===== config.mk =====
export PLATFORM = sky130hd
export DESIGN_NAME = uart_baud_gen
export DESIGN_NICKNAME = d
export VERILOG_FILES = /design/src/rtl/uart_pkg.sv /design/src/rtl/uart_baud_nco.sv /design/src/rtl/uart_baud_gen.sv
export SDC_FILE = /design/constraint.sdc
export NUM_CORES = 1
export LEC_CHECK = 0
export BUFFER_PORTS_ARGS = -buffer_cell sky130_fd_sc_hd__buf_4
export CAP_MARGIN = 20
export CORE_MARGIN = 2
export CORE_UTILIZATION = 60
export CTS_CLUSTER_SIZE = 20
export DETAILED_ROUTE_END_ITERATION = 10
export PLACE_DENSITY_LB_ADDON = 0.05
export SYNTH_ARGS = -nofsm -noshare
export SYNTH_HDL_FRONTEND = slang
export SYNTH_HIERARCHICAL = 1
export SYNTH_SLANG_ARGS = --single-unit

===== constraint.sdc =====
create_clock -name clk -period 4.15 [get_ports clk]
set_input_delay 0.83 -clock clk [delete_from_list [all_inputs] [get_ports clk]]
set_output_delay 0.83 -clock clk [all_outputs]
set_load 0.05 [all_outputs]

===== src/rtl/uart_pkg.sv =====
// Shared UART definitions: baud-code names, rate table helpers and the
// baud-generator FSM state encoding.
package uart_pkg;

  localparam logic [3:0] BPS_600    = 4'h0;
  localparam logic [3:0] BPS_1200   = 4'h1;
  localparam logic [3:0] BPS_1800   = 4'h2;
  localparam logic [3:0] BPS_2400   = 4'h3;
  localparam logic [3:0] BPS_3600   = 4'h4;
  localparam logic [3:0] BPS_4800   = 4'h5;
  localparam logic [3:0] BPS_7200   = 4'h6;
  localparam logic [3:0] BPS_9600   = 4'h7;
  localparam logic [3:0] BPS_19200  = 4'h8;
  localparam logic [3:0] BPS_38400  = 4'h9;
  localparam logic [3:0] BPS_14400  = 4'hA;
  localparam logic [3:0] BPS_28800  = 4'hB;
  localparam logic [3:0] BPS_57600  = 4'hC;
  localparam logic [3:0] BPS_76800  = 4'hD;
  localparam logic [3:0] BPS_115200 = 4'hE;
  localparam logic [3:0] BPS_230400 = 4'hF;

  typedef enum logic [1:0] {
    RUN   = 2'd0,
    WAIT  = 2'd1,
    APPLY = 2'd2
  } bps_state_e;

  function automatic int unsigned bps_of(input logic [3:0] code);
    case (code)
      BPS_600:    return 600;
      BPS_1200:   return 1200;
      BPS_1800:   return 1800;
      BPS_2400:   return 2400;
      BPS_3600:   return 3600;
      BPS_4800:   return 4800;
      BPS_7200:   return 7200;
      BPS_9600:   return 9600;
      BPS_19200:  return 19200;
      BPS_38400:  return 38400;
      BPS_14400:  return 14400;
      BPS_28800:  return 28800;
      BPS_57600:  return 57600;
      BPS_76800:  return 76800;
      BPS_115200: return 115200;
      default:    return 230400;
    endcase
  endfunction

  function automatic logic [15:0] div_of(input logic [3:0] code, input int unsigned clk_freq);
    int unsigned d;
    d = clk_freq / bps_of(code);
    return (d > 32'h0000_FFFF) ? 16'hFFFF : d[15:0];
  endfunction

  // Rounded phase increment; evaluated only on constants, never in hardware.
  function automatic logic [31:0] inc_of(input logic [3:0] code, input int unsigned clk_freq,
                                         input int unsigned os, input int unsigned acc_w);
    longint unsigned num;
    num = (64'(bps_of(code)) * 64'(os)) << acc_w;
    return 32'((2 * num + 64'(clk_freq)) / (2 * 64'(clk_freq)));
  endfunction

endpackage


===== src/rtl/uart_baud_nco.sv =====
// Oversample/bit tick generator. UART_BAUD_FRAC_EN selects the fractional
// phase accumulator; otherwise an integer down-counter sets the tick period.
module uart_baud_nco #(
  parameter int unsigned OVERSAMPLE = 16
`ifdef UART_BAUD_FRAC_EN
  , parameter int unsigned ACC_W    = 24
`else
  , parameter logic [15:0] RST_RELOAD = 16'd13
`endif
) (
  input  logic             clk,
  input  logic             rst_n,
  input  logic             enable,
  input  logic             clear,
`ifdef UART_BAUD_FRAC_EN
  input  logic [ACC_W-1:0] inc,
`else
  input  logic [15:0]      reload,
`endif
  output logic             tick_os,
  output logic             tick_bit
);

  localparam int unsigned OS_W = $clog2(OVERSAMPLE);

  logic            evt;
  logic [OS_W-1:0] os_cnt;
  logic            os_wrap;

`ifdef UART_BAUD_FRAC_EN
  logic [ACC_W-1:0] acc;
  logic [ACC_W:0]   sum;

  // The carry out of the add is the oversample event.
  assign sum = {1'b0, acc} + {1'b0, inc};
  assign evt = sum[ACC_W];

  always_ff @(posedge clk or negedge rst_n) begin
    if (!rst_n)      acc <= '0;
    else if (clear)  acc <= '0;
    else if (enable) acc <= sum[ACC_W-1:0];
  end
`else
  logic [15:0] cnt;

  assign evt = (cnt == 16'd0);

  always_ff @(posedge clk or negedge rst_n) begin
    if (!rst_n)      cnt <= RST_RELOAD;
    else if (clear)  cnt <= reload;
    else if (enable) cnt <= evt ? reload : cnt - 16'd1;
  end
`endif

  assign os_wrap = (os_cnt == OS_W'(OVERSAMPLE - 1));

  always_ff @(posedge clk or negedge rst_n) begin
    if (!rst_n) begin
      os_cnt   <= '0;
      tick_os  <= 1'b0;
      tick_bit <= 1'b0;
    end else if (clear) begin
      os_cnt   <= '0;
      tick_os  <= 1'b0;
      tick_bit <= 1'b0;
    end else begin
      tick_os  <= enable && evt;
      tick_bit <= enable && evt && os_wrap;
      if (enable && evt) os_cnt <= os_wrap ? '0 : os_cnt + OS_W'(1);
    end
  end

endmodule


===== src/rtl/uart_baud_gen.sv =====
// UART baud-rate generator: code lookup, deferred rate-change FSM and tick
// generator. UART_BAUD_FRAC_EN selects the fractional NCO in uart_baud_nco.
//   state | meaning
//   RUN   | active code in use, no change requested
//   WAIT  | change requested, waiting for line_idle
//   APPLY | one cycle: switch code, clear tick phase, pulse bps_ack
module uart_baud_gen
  import uart_pkg::*;
#(
  parameter int unsigned CLK_FREQ     = 27000000,
  parameter int unsigned OVERSAMPLE   = 16,
  parameter int unsigned ACC_W        = 24,
  parameter logic [3:0]  DEFAULT_CODE = 4'b1110
) (
  input  logic        clk,
  input  logic        rst_n,
  input  logic [7:0]  uart_bps,
  input  logic        bps_update,
  input  logic        line_idle,
  input  logic        enable,
  output logic [15:0] bps_cnt_data,
  output logic        tick_os,
  output logic        tick_bit,
  output logic        bps_pending,
  output logic        bps_ack
);

  localparam logic [15:0] DEF_DIV = div_of(DEFAULT_CODE, CLK_FREQ);

  bps_state_e  state;
  logic [3:0]  act_code;
  logic [3:0]  pend_code;
  logic [3:0]  step_code;
  logic        to_apply;
  logic        nco_clear;
  logic        unused_cfg;
  logic [15:0] div_tab [16];

  assign unused_cfg = ^uart_bps[7:4] ^ (ACC_W > 0);

`ifdef UART_BAUD_FRAC_EN
  logic [ACC_W-1:0] inc_tab [16];
`else
  localparam logic [15:0] DEF_RLD = (DEF_DIV < 16'(OVERSAMPLE)) ? 16'd0
                                    : 16'(DEF_DIV / 16'(OVERSAMPLE)) - 16'd1;
  logic [15:0] rld_tab [16];
`endif

  for (genvar g = 0; g < 16; g++) begin : g_tab
    localparam logic [15:0] DIV_G = div_of(4'(g), CLK_FREQ);
    assign div_tab[g] = DIV_G;
`ifdef UART_BAUD_FRAC_EN
    assign inc_tab[g] = ACC_W'(inc_of(4'(g), CLK_FREQ, OVERSAMPLE, ACC_W));
`else
    assign rld_tab[g] = (DIV_G < 16'(OVERSAMPLE)) ? 16'd0
                        : 16'(DIV_G / 16'(OVERSAMPLE)) - 16'd1;
`endif
  end

  // Clear spans the edge into APPLY and the APPLY edge itself, so no tick
  // shows during APPLY and counting restarts from zero on the new rate.
  assign to_apply  = line_idle && ((state == RUN && bps_update) || state == WAIT);
  assign nco_clear = to_apply || (state == APPLY);
  assign step_code = (state == APPLY) ? pend_code : act_code;

  always_ff @(posedge clk or negedge rst_n) begin
    if (!rst_n) begin
      state        <= RUN;
      act_code     <= DEFAULT_CODE;
      pend_code    <= DEFAULT_CODE;
      bps_cnt_data <= DEF_DIV;
      bps_pending  <= 1'b0;
      bps_ack      <= 1'b0;
    end else begin
      bps_ack <= 1'b0;
      case (state)
        RUN: begin
          if (bps_update) begin
            pend_code <= uart_bps[3:0];
            if (line_idle) begin
              state   <= APPLY;
              bps_ack <= 1'b1;
            end else begin
              state       <= WAIT;
              bps_pending <= 1'b1;
            end
          end
        end
        WAIT: begin
          if (bps_update) pend_code <= uart_bps[3:0];
          if (line_idle) begin
            state       <= APPLY;
            bps_ack     <= 1'b1;
            bps_pending <= 1'b0;
          end
        end
        APPLY: begin
          act_code     <= pend_code;
          bps_cnt_data <= div_tab[pend_code];
          state        <= RUN;
        end
        default: state <= RUN;
      endcase
    end
  end

`ifdef UART_BAUD_FRAC_EN
  uart_baud_nco #(
    .OVERSAMPLE (OVERSAMPLE),
    .ACC_W      (ACC_W)
  ) u_nco (
    .clk      (clk),
    .rst_n    (rst_n),
    .enable   (enable),
    .clear    (nco_clear),
    .inc      (inc_tab[step_code]),
    .tick_os  (tick_os),
    .tick_bit (tick_bit)
  );
`else
  uart_baud_nco #(
    .OVERSAMPLE (OVERSAMPLE),
    .RST_RELOAD (DEF_RLD)
  ) u_nco (
    .clk      (clk),
    .rst_n    (rst_n),
    .enable   (enable),
    .clear    (nco_clear),
    .reload   (rld_tab[step_code]),
    .tick_os  (tick_os),
    .tick_bit (tick_bit)
  );
`endif

endmodule


=== Yosys cells after proc, flatten, opt, wreduce, memory -nomap -nowiden ===
Memory sizes are Yosys's and may differ from the RTL's. A register that Yosys moved wholly into a read port is not among the register bits.
Index checks and enable logic that the tools add are counted.

* Logic and storage cells: 60
* Memory bits (read-only): 512
* Bits in registers: 34
* Bits of input ports: 13
* Memories: 2

* Reduce and logical (&&, ||, !) cells: 16
* Multiplexer cells: 22
* Add/sub/neg operators: 2
* $lt $le $gt $ge: 1
* Bitwise operators: 2
* Equality and inequality tests: 6

{| class="wikitable"
|+ Memory list
! memory !! words !! bits a word !! read ports !! clocked after Yosys merged registers in !! wr ports !! line !! text
|-
| (no name shown) || 16 || 16 || 1 || 0 || 0 || uart_baud_gen.sv:129 || <nowiki>.reload (rld_tab[step_code]),</nowiki>
|-
| (no name shown) || 16 || 16 || 1 || 1 || 0 || uart_baud_gen.sv:99 || <nowiki>bps_cnt_data <= div_tab[pend_code];</nowiki>
|}

{| class="wikitable"
|+ Operator list
! cell !! count
|-
| $mux 16 || 5
|-
| $logic_not 16->1 || 1
|-
| $mux 4 || 4
|-
| $sub 16x1->16 const B || 1
|-
| $not 4->5 || 2
|-
| $mux 1 || 7
|-
| $mux 2 || 3
|-
| $ne 2x2->1 const B || 3
|-
| $reduce_bool 2->1 || 3
|-
| $ge 5x5->1 const B || 1
|-
| $add 4x1->4 const B || 1
|-
| $eq 4x4->1 const B || 1
|-
| $logic_and 1x1->1 || 4
|-
| $pmux 1 s2 || 2
|-
| $pmux 2 s2 || 1
|-
| $reduce_and 2->1 || 2
|-
| $reduce_and 4->1 || 1
|-
| $eq 2x1->1 const B || 1
|-
| $eq 2x2->1 const B || 1
|-
| $logic_not 2->1 || 1
|-
| $logic_or 1x1->1 || 2
|-
| $reduce_or 2->1 || 1
|-
| $logic_not 1->1 || 1
|}

=== Logic depth before layout (Yosys ltp) ===
Gate-level depths: netlist of the first run.

* Word-level depth: 9
* Gate-level depth with buffers: 12
* Mapped depth without buffers: 10

=== Hierarchy ===
The synthesis of the first run kept the hierarchy.

{| class="wikitable"
|+ By module, submodules not included
! module !! area an instance (um^2) !! times used !! cells each
|-
| uart_baud_gen || 1804.2 || 1 || 191
|-
| uart_baud_nco || 1507.7 || 1 || 170
|}

=== Worst setup path after synthesis of the first run ===
OpenSTA, ideal clock, no wires.

* Kind: register to register
* Start point: reg state[0]
* End point: reg u_nco.cnt[5]
* Cell stages (with the launch flop): 11
* Clock period less this slack: 2.333 ns
* Required time: 4.084 ns
* Path buffers: 4
* Arrival: 2.267 ns
* Slack: 1.817 ns
* Library setup time: 0.066 ns
* Cell sequence: dfrtp_1 nand2b_1 buf_6 buf_2 buf_1 o21ai_0 clkbuf_1 nor2_1 or4_1 a211oi_1 a221o_1

{| class="wikitable"
|+ RTL lines
! item !! line !! text
|-
| start, declared || uart_baud_gen.sv:30 || <nowiki>bps_state_e state;</nowiki>
|-
| start signal, assigned || uart_baud_gen.sv:68 || <nowiki>state <= RUN;</nowiki>
|-
| start signal, assigned || uart_baud_gen.sv:81 || <nowiki>state <= APPLY;</nowiki>
|-
| start signal, assigned || uart_baud_gen.sv:84 || <nowiki>state <= WAIT;</nowiki>
|-
| $logic_not 2->1 || uart_baud_gen.sv:62 || <nowiki>assign to_apply = line_idle && ((state == RUN && bps_update) || state == WAIT);</nowiki>
|-
| $logic_and 1x1->1 || uart_baud_gen.sv:62 ||
|-
| $logic_or 1x1->1 || uart_baud_gen.sv:62 ||
|-
| $logic_and 1x1->1 || uart_baud_gen.sv:62 ||
|-
| $logic_or 1x1->1 * || uart_baud_gen.sv:63 || <nowiki>assign nco_clear = to_apply || (state == APPLY);</nowiki>
|-
| via nco_clear || uart_baud_gen.sv:35 || <nowiki>logic nco_clear;</nowiki>
|-
| $mux 16 or $reduce_bool 2->1 (tied branches) || - ||
|-
| end signal, assigned || uart_baud_nco.sv:50 || <nowiki>else if (clear) cnt <= reload;</nowiki>
|-
| end signal, assigned || uart_baud_nco.sv:51 || <nowiki>else if (enable) cnt <= evt ? reload : cnt - 16'd1;</nowiki>
|-
| end, declared || uart_baud_nco.sv:44 || <nowiki>logic [15:0] cnt;</nowiki>
|}

The timed path passes the listed nets; every way through them passes the cells marked *. The select of a mux whose other input is x is not followed.
A chain may end at the register's enable or synchronous reset.

=== Final worst setup path of the first run ===
* Start point: reg pend_code[1]
* End point: reg u_nco.cnt[3]

* Cells in the longest elaborated chain, start to end: 8

{| class="wikitable"
|+ Ends and longest elaborated chain
! item !! line !! text
|-
| start, declared || uart_baud_gen.sv:32 || <nowiki>logic [3:0] pend_code;</nowiki>
|-
| start signal, assigned || uart_baud_gen.sv:79 || <nowiki>pend_code <= uart_bps[3:0];</nowiki>
|-
| start signal, assigned || uart_baud_gen.sv:90 || <nowiki>if (bps_update) pend_code <= uart_bps[3:0];</nowiki>
|-
| $mux 4 * || - ||
|-
| via step_code[1] || uart_baud_gen.sv:33 || <nowiki>logic [3:0] step_code;</nowiki>
|-
| $not 4->5 (not written as such) * || uart_baud_gen.sv:129 ||
|-
| $mem_v2 16x16 * || - ||
|-
| $mux 16 (not written as such) * (2 in series) || uart_baud_gen.sv:129 ||
|-
| $mux 16 (2 in series) || uart_baud_nco.sv:51 ||
|-
| $mux 16 * || uart_baud_nco.sv:50 ||
|}

Marks and branches as above.

==> results.tsv, run 1 <==
stage	metric	value	unit
status	status	finished clean	
logic_synthesis	ys_seq_elements	50	
floorplan	die_h	78.3	µm
worst_setup_path	critPathCapture	u_nco/cnt[3]	
clock_network	cts_resized	0	
logic_synthesis	syn_inst	361	
worst_setup_path	path_common_cell	inv_1	
worst_hold_path	hold_path.class	reg2reg	
clock_network	root_buffer	clkbuf_8	
grt	grt_max_degree	51	
worst_setup_path	endpoint_kind	flip-flop	
drt	highest_layer	met4	
cells_and_area	final_layout_size_suffix_gt1_share	19.9	%
place	gp_congestion	0.878	
worst_setup_path	cp_slowest_stage_delay	620	ps
cells_and_area	fin_nets	419	
timing	rsz0062_at_grt	false	
place	place.detailed.hpwl	4930	µm
floorplan	rows	27	
clock_network	cts_buffer_depth	2	
logic_synthesis	synth_top_area_share	27.2	%
drt	wl_met3	331	µm
worst_setup_path	reg2reg_to	u_nco/cnt[3]	
floorplan	die_area	6130	µm²
grt	grt_pass1_vias	2561	
logic_synthesis	synth.most_common_cell	dfrtp_1	
logic_synthesis	synth_cell_types	61	
logic_synthesis	syn_area	3310	µm²
timing	hold_viol_final	0	
worst_setup_path	worstRegToRegCells	8	
drt	wl_per_cell	15.5	µm
power	p_leak	1.56	nW
floorplan	start_util	61.3	%
timing	finalSetupTns	0	ps
clock_network	cts_buffers	5	
logic_synthesis	ys_warn_count	6	
worst_setup_path	critPathRequiredTime	4400	ps
drt	first_pass_iters	4	
clock_network	ctsHoldBuffers	0	
timing	drv_slew	0	
drt	routed-wl-met2	3420	µm
grt	grt_usage	25.1	%
drt	vias	2695	
worst_setup_path	r2r_slack	1710	ps
logic_synthesis	syn_area_per_cell	9.17	µm²
timing	setup_viol	0	
worst_setup_path	worstPathArrival	2700	ps
drt	post-route-drc-count	0	
timing	timing.final.ws_setup	1710	ps
worst_setup_path	critPathKind	reg2reg	
logic_synthesis	synth_area_leaders	dfrtp_1 (27%), dfstp_2 (11%), ha_1 (9.4%)	
timing	period_minus_slack	2440	ps
grt	antenna_found_initial	0	
drt	drt_iter0_markers	128	
timing	max_slew_margin	48.2	%
floorplan	pin_count	33	
drt	drtAntennaViolNets	0	
flow_run	maxCapViolCount	0	
grt	grt_overflow	0	
clock_network	clock_latency	300	ps
drt	vias_per_cell	5.94	
clock_network	cts_tree	yes	
place	pre_cts_slack	1510	ps
worst_setup_path	critPathMaxFanout	9	
place	io_buffers	28	
clock_network	cts_setup_buffers	0	
cells_and_area	diodes	0	
logic_synthesis	yosysTopAreaCell	dfrtp_1	
timing	finClkSkew	4.53	ps
drt	routed_wirelength	7060	µm
worst_setup_path	cp-start-kind	flip-flop	
logic_synthesis	synthTopCellsByCount	dfrtp_1 (36), nor2_1 (31), nand2_1 (29), o21ai_0 (27), ha_1 (25)	
worst_hold_path	worstHoldStart	bps_cnt_data[5]	
grt	grt_pass1_wl	12200	µm
worst_setup_path	crit_chain	inv_1 -> mux2i_1 -> inv_1 -> ha_1 -> a31oi_1 -> nor2_1 -> o21ai_0 -> o221a_2	
timing	clock.fmax	409	MHz
worst_setup_path	critPathSlowestCell	dfstp_2	
cells_and_area	areaGrowthSynthToFinish	10.0	%
timing	worst_pin_slew	756	ps
clock_network	clock_sinks	50	
logic_synthesis	synthFlopType	dfrtp_1	
floorplan	fp.coreArea	5410	µm²
logic_synthesis	synth_edf_count	0	
logic_synthesis	yosysSeqAreaShare	38.3	%
power	peakVddDrop	0.277	mV
drt	wl_met1	3200	µm
timing	post-route-period-util	58.9	%
clock_network	cts.clk_slew.worst_paths	90	ps
floorplan	dieWidth	78.3	µm
cells_and_area	fillCellCount	452	
worst_setup_path	startpoint	pend_code[1]	
clock_network	cts_max_level	2	
worst_setup_path	rr_startpoint	pend_code[1]	
power	power_density	540	nW/µm²
logic_synthesis	ys_async_sr_fraction	100	%
==> per-stage QoR <==
stage                     util (%)  area [µm²]  hold WS, ps  cells  total power, W
after floorplan                  -        3330          516    365         0.00144
final                         67.4        3640          481    454         0.00197
after CTS                     67.4        3640          484    454         0.00198
after global routing          67.4        3640          510    454         0.00211
after global placement        65.7        3550          463    446         0.00165
after detailed placement      65.7        3550          470    446         0.00167
==> cells in the final DEF (no fill, tap or decap), drive strengths merged, types with 2 or more instances in the layout <==
cell	count
o31ai	5
and2	3
mux2i	5
a21o	2
o221a	5
o311ai	3
nand4b	4
ha	25
o21ai	27
and3	3
a221o	2
dfrtp	36
o211ai	3
o22a	2
nor3	9
dfstp	14
nand4	5
a31oi	8
a2bb2oi	2
nor2b	11
nand2	29
o32a	2
or3	2
mux4	2
o21a	2
inv	21
nor4	5
conb	5
nor3b	2
a211oi	6
nand2b	5
a21oi	22
mux2	4
o221ai	3
nand3	13
buf	30
or4	3
clkbuf	6
nor2	31
==> state kept, by name, indices dropped and copies added, names as in the netlist <==
name	cells
u_nco/tick_bit	1
pend_code	4
u_nco/tick_os	1
act_code	4
state	2
u_nco/cnt	16
u_nco/os_cnt	4
bps_ack	1
bps_cnt_data	16
bps_pending	1
==> final cells by class <==
cell class / count / area (µm²) / share of cell area, %
multi-input combinational: 273 / 1890 / 51.8
sequential: 50 / 1270 / 34.8
timing repair buffer: 30 / 225 / 6.18
tap: 72 / 90.1 / 2.47
clock buffer: 6 / 82.6 / 2.27
inverter: 21 / 78.8 / 2.16
clock inverter: 2 / 12.5 / 0.343
==> power breakdown <==
group	switching [W]	total (W)	leakage, nW	internal, W
Sequential	0.000167	0.000812	0.597	0.000645
Combinational	0.000526	0.000858	0.917	0.000332
Clock	0.000165	0.000299	0.0472	0.000134
Total	0.000857	0.00197	1.56	0.00111
==> routing by layer <==
metal  up-vias  global-route usage, %
met5         -                      0
met4         0                   9.12
met3        11                   3.91
met2        76                   40.7
met1      1259                   34.2
li1       1349                      -
==> worst min-delay path by stage <==
stage                                   to  slack [ps]  cells past startpoint
after floorplan                bps_pending         520                      2
after global placement    bps_cnt_data[11]         460                      2
after detailed placement   bps_cnt_data[5]         470                      2
after CTS                  bps_cnt_data[5]         480                      2
after global routing       bps_cnt_data[3]         510                      2
final                      bps_cnt_data[5]         480                      2
==> worst max-delay path: cells and delay by family (launching register included) <==
family          cells  cell delay [ps]
fa+ha+maj           1              250
simple gates        1               70
mux                 1              590
flops               1              620
compound gates      3              520
buf+inv             2              330
==> cell families after synthesis <==
| kind of cell | after synthesis | share of synthesized area [%] |
|---|---|---|
| AND/OR/NAND/NOR | 129 | 20.9 |
| AO/OA/AOI/OAI | 103 | 21.1 |
| flip-flops | 50 | 38.3 |
| buffers and inverters | 42 | 5.18 |
| adder cells (fa/ha/maj) | 25 | 9.44 |
| multiplexers | 11 | 4.99 |
| other | 1 | 0.113 |
(Power assumes the default switching activity.)
==> inputs of run 2 (changes only) <==
--- a/config.mk
+++ b/config.mk
@@ -8,7 +8,7 @@
 export BUFFER_PORTS_ARGS = -buffer_cell sky130_fd_sc_hd__buf_4
 export CAP_MARGIN = 20
 export CORE_MARGIN = 2
-export CORE_UTILIZATION = 60
+export CORE_UTILIZATION = 54
 export CTS_CLUSTER_SIZE = 20
 export DETAILED_ROUTE_END_ITERATION = 10
 export PLACE_DENSITY_LB_ADDON = 0.05
==> constraint.sdc (replaced) <==
create_clock -name clk -period 2.2 [get_ports clk]
set_input_delay 0.44 -clock clk [delete_from_list [all_inputs] [get_ports clk]]
set_output_delay 0.44 -clock clk [all_outputs]
set_load 0.05 [all_outputs]
==> results.tsv, run 2 (same netlist as run 1, synthesis figures left out) <==
stage	metric	value	unit
status	status	finished clean	
cells_and_area	fin_nets	446	
clock_network	ctsHoldBuffers	0	
clock_network	cts_buffer_depth	2	
place	pre_cts_slack	33.7	ps
grt	antenna_found_initial	0	
floorplan	die_h	82.3	µm
drt	first_pass_iters	5	
grt	grt_pass1_vias	2627	
worst_setup_path	path_delay_family	simple AND/OR/NAND/NOR gates	
clock_network	clock_latency	310	ps
timing	post-route-period-util	97.7	%
cells_and_area	final_cell_mix	buf_4 (56), dfrtp_1 (36), nor2_1 (31)	
drt	drtAntennaViolNets	0	
flow_run	maxCapViolCount	0	
place	place.detailed.hpwl	5440	µm
worst_setup_path	worstPathArrival	2400	ps
place	io_buffers	28	
power	power_density	1040	nW/µm²
drt	drt_iter0_markers	265	
cells_and_area	fin_util	65.7	%
clock_network	clock_sinks	50	
floorplan	dieWidth	82.3	µm
floorplan	fp.coreArea	5920	µm²
timing	period_minus_slack	2150	ps
clock_network	cts.clk_slew.worst_paths	90	ps
worst_setup_path	critPathKind	reg2reg	
worst_setup_path	cp-start-kind	flip-flop	
timing	rsz0062_at_grt	true	
drt	vias	2952	
cells_and_area	design_area	3890	µm²
place	dpl-instance-area	3720	µm²
worst_hold_path	hold_path.class	in2async	
clock_network	root_buffer	clkbuf_8	
floorplan	rows	28	
worst_setup_path	cp_slowest_stage_delay	380	ps
timing	finalSetupTns	0	ps
cells_and_area	diodes	0	
drt	vias_per_cell	6.10	
timing	fin_hold_ws	151	ps
timing	setup_viol	0	
floorplan	pin_count	33	
cells_and_area	areaGrowthSynthToFinish	17.5	%
clock_network	cts_tree	yes	
worst_setup_path	crit_chain	inv_1 -> ha_1 -> nor4b_1 -> nand4_1 -> buf_4 -> a31oi_1 -> o22a_1	
worst_setup_path	crit_buf_inv	2	
timing	clock.fmax	465	MHz
drt	routed_wirelength	8000	µm
power	p_leak	1.70	nW
worst_setup_path	r2r_slack	50	ps
worst_setup_path	critPathSlowestCell	dfstp_2	
cells_and_area	final_layout_size_suffix_gt1_share	25.7	%
grt	grt_usage	24.3	%
clock_network	cts_max_level	2	
drt	wl_per_cell	16.5	µm
clock_network	cts_buffers	5	
timing	hold_viol_final	0	
timing	finClkSkew	6.86	ps
floorplan	die_area	6780	µm²
cells_and_area	final_common_cell	buf_4	
timing	timing.final.ws_setup	50.1	ps
timing	drv_slew	0	
grt	grt_pass1_wl	12700	µm
grt	grt_max_degree	51	
place	gp_congestion	0.859	
floorplan	start_util	55.9	%
timing	worst_pin_slew	636	ps
grt	grt_overflow	0	
worst_setup_path	endpoint_kind	flip-flop	
worst_setup_path	critPathMaxFanout	6	
timing	max_slew_margin	57.6	%
cells_and_area	largestRegisters	bps_cnt_data (16), u_nco/cnt (16)	
drt	post-route-drc-count	0	
power	peakVddDrop	0.571	mV
worst_setup_path	critPathRequiredTime	2450	ps
run 2: worst paths after layout:
kind / from / to / cells after the start
worst max-delay path: u_nco/cnt[0] / u_nco/cnt[1] / 7
worst min-delay path: rst_n / pend_code[0] / 1
worst max register to register: u_nco/cnt[0] / u_nco/cnt[1] / 7
worst min register to register: bps_cnt_data[7] / bps_cnt_data[7] / 2
max in group asynchronous: rst_n / u_nco/cnt[15] / 1
min in group clk: line_idle / state[0] / 2
run 2: area by class of cell:
| cell class | count | area [µm²] |
|---|---|---|
| fill | 524 | 2030 |
| timing repair buffer | 57 | 440 |
| sequential | 50 | 1270 |
| multi-input combinational | 273 | 1900 |
| clock inverter | 2 | 37.5 |
| clock buffer | 6 | 72.6 |
| inverter | 21 | 78.8 |
| tap | 75 | 93.8 |
run 2: worst register-to-register path, stage by stage (launching register included):
cell	delay, ps
dfstp_2	380
inv_1	120
ha_1	260
nor4b_1	350
nand4_1	370
buf_4	300
a31oi_1	170
o22a_1	150
run 2: metrics by stage:
stage	instances	total power, W
final	484	0.00404
after global routing	484	0.00428
after detailed placement	470	0.00330
after floorplan	365	0.00272
after CTS	480	0.00398
after global placement	470	0.00325
run 2: layer usage:
metal / share of wire (%) / track usage, % / vias up / wire length (µm)
li1: - / - / 1404 / -
met4: 0.97 / 4.67 / 0 / 78
met1: 46 / 34.3 / 1429 / 3650
met3: 6.4 / 3.70 / 14 / 510
met5: 0 / 0 / - / 0
met2: 47 / 39.7 / 105 / 3770
run 2: where the power goes:
part | leakage, nW | internal (W) | total [W] | switching [W]
clock network | 0.0514 | 0.000340 | 0.000651 | 0.000312
registers | 0.597 | 0.00122 | 0.00147 | 0.000252
logic | 1.05 | 0.000777 | 0.00192 | 0.00114
total | 1.70 | 0.00233 | 0.00404 | 0.00170
run 2: what timing repair did:
action / CTS / global route
setup endpoints to repair: 1 / 8
buffers inserted: 2 / 4
resized for setup: 0 / 4
endpoints found under the hold margin: 0 / 0
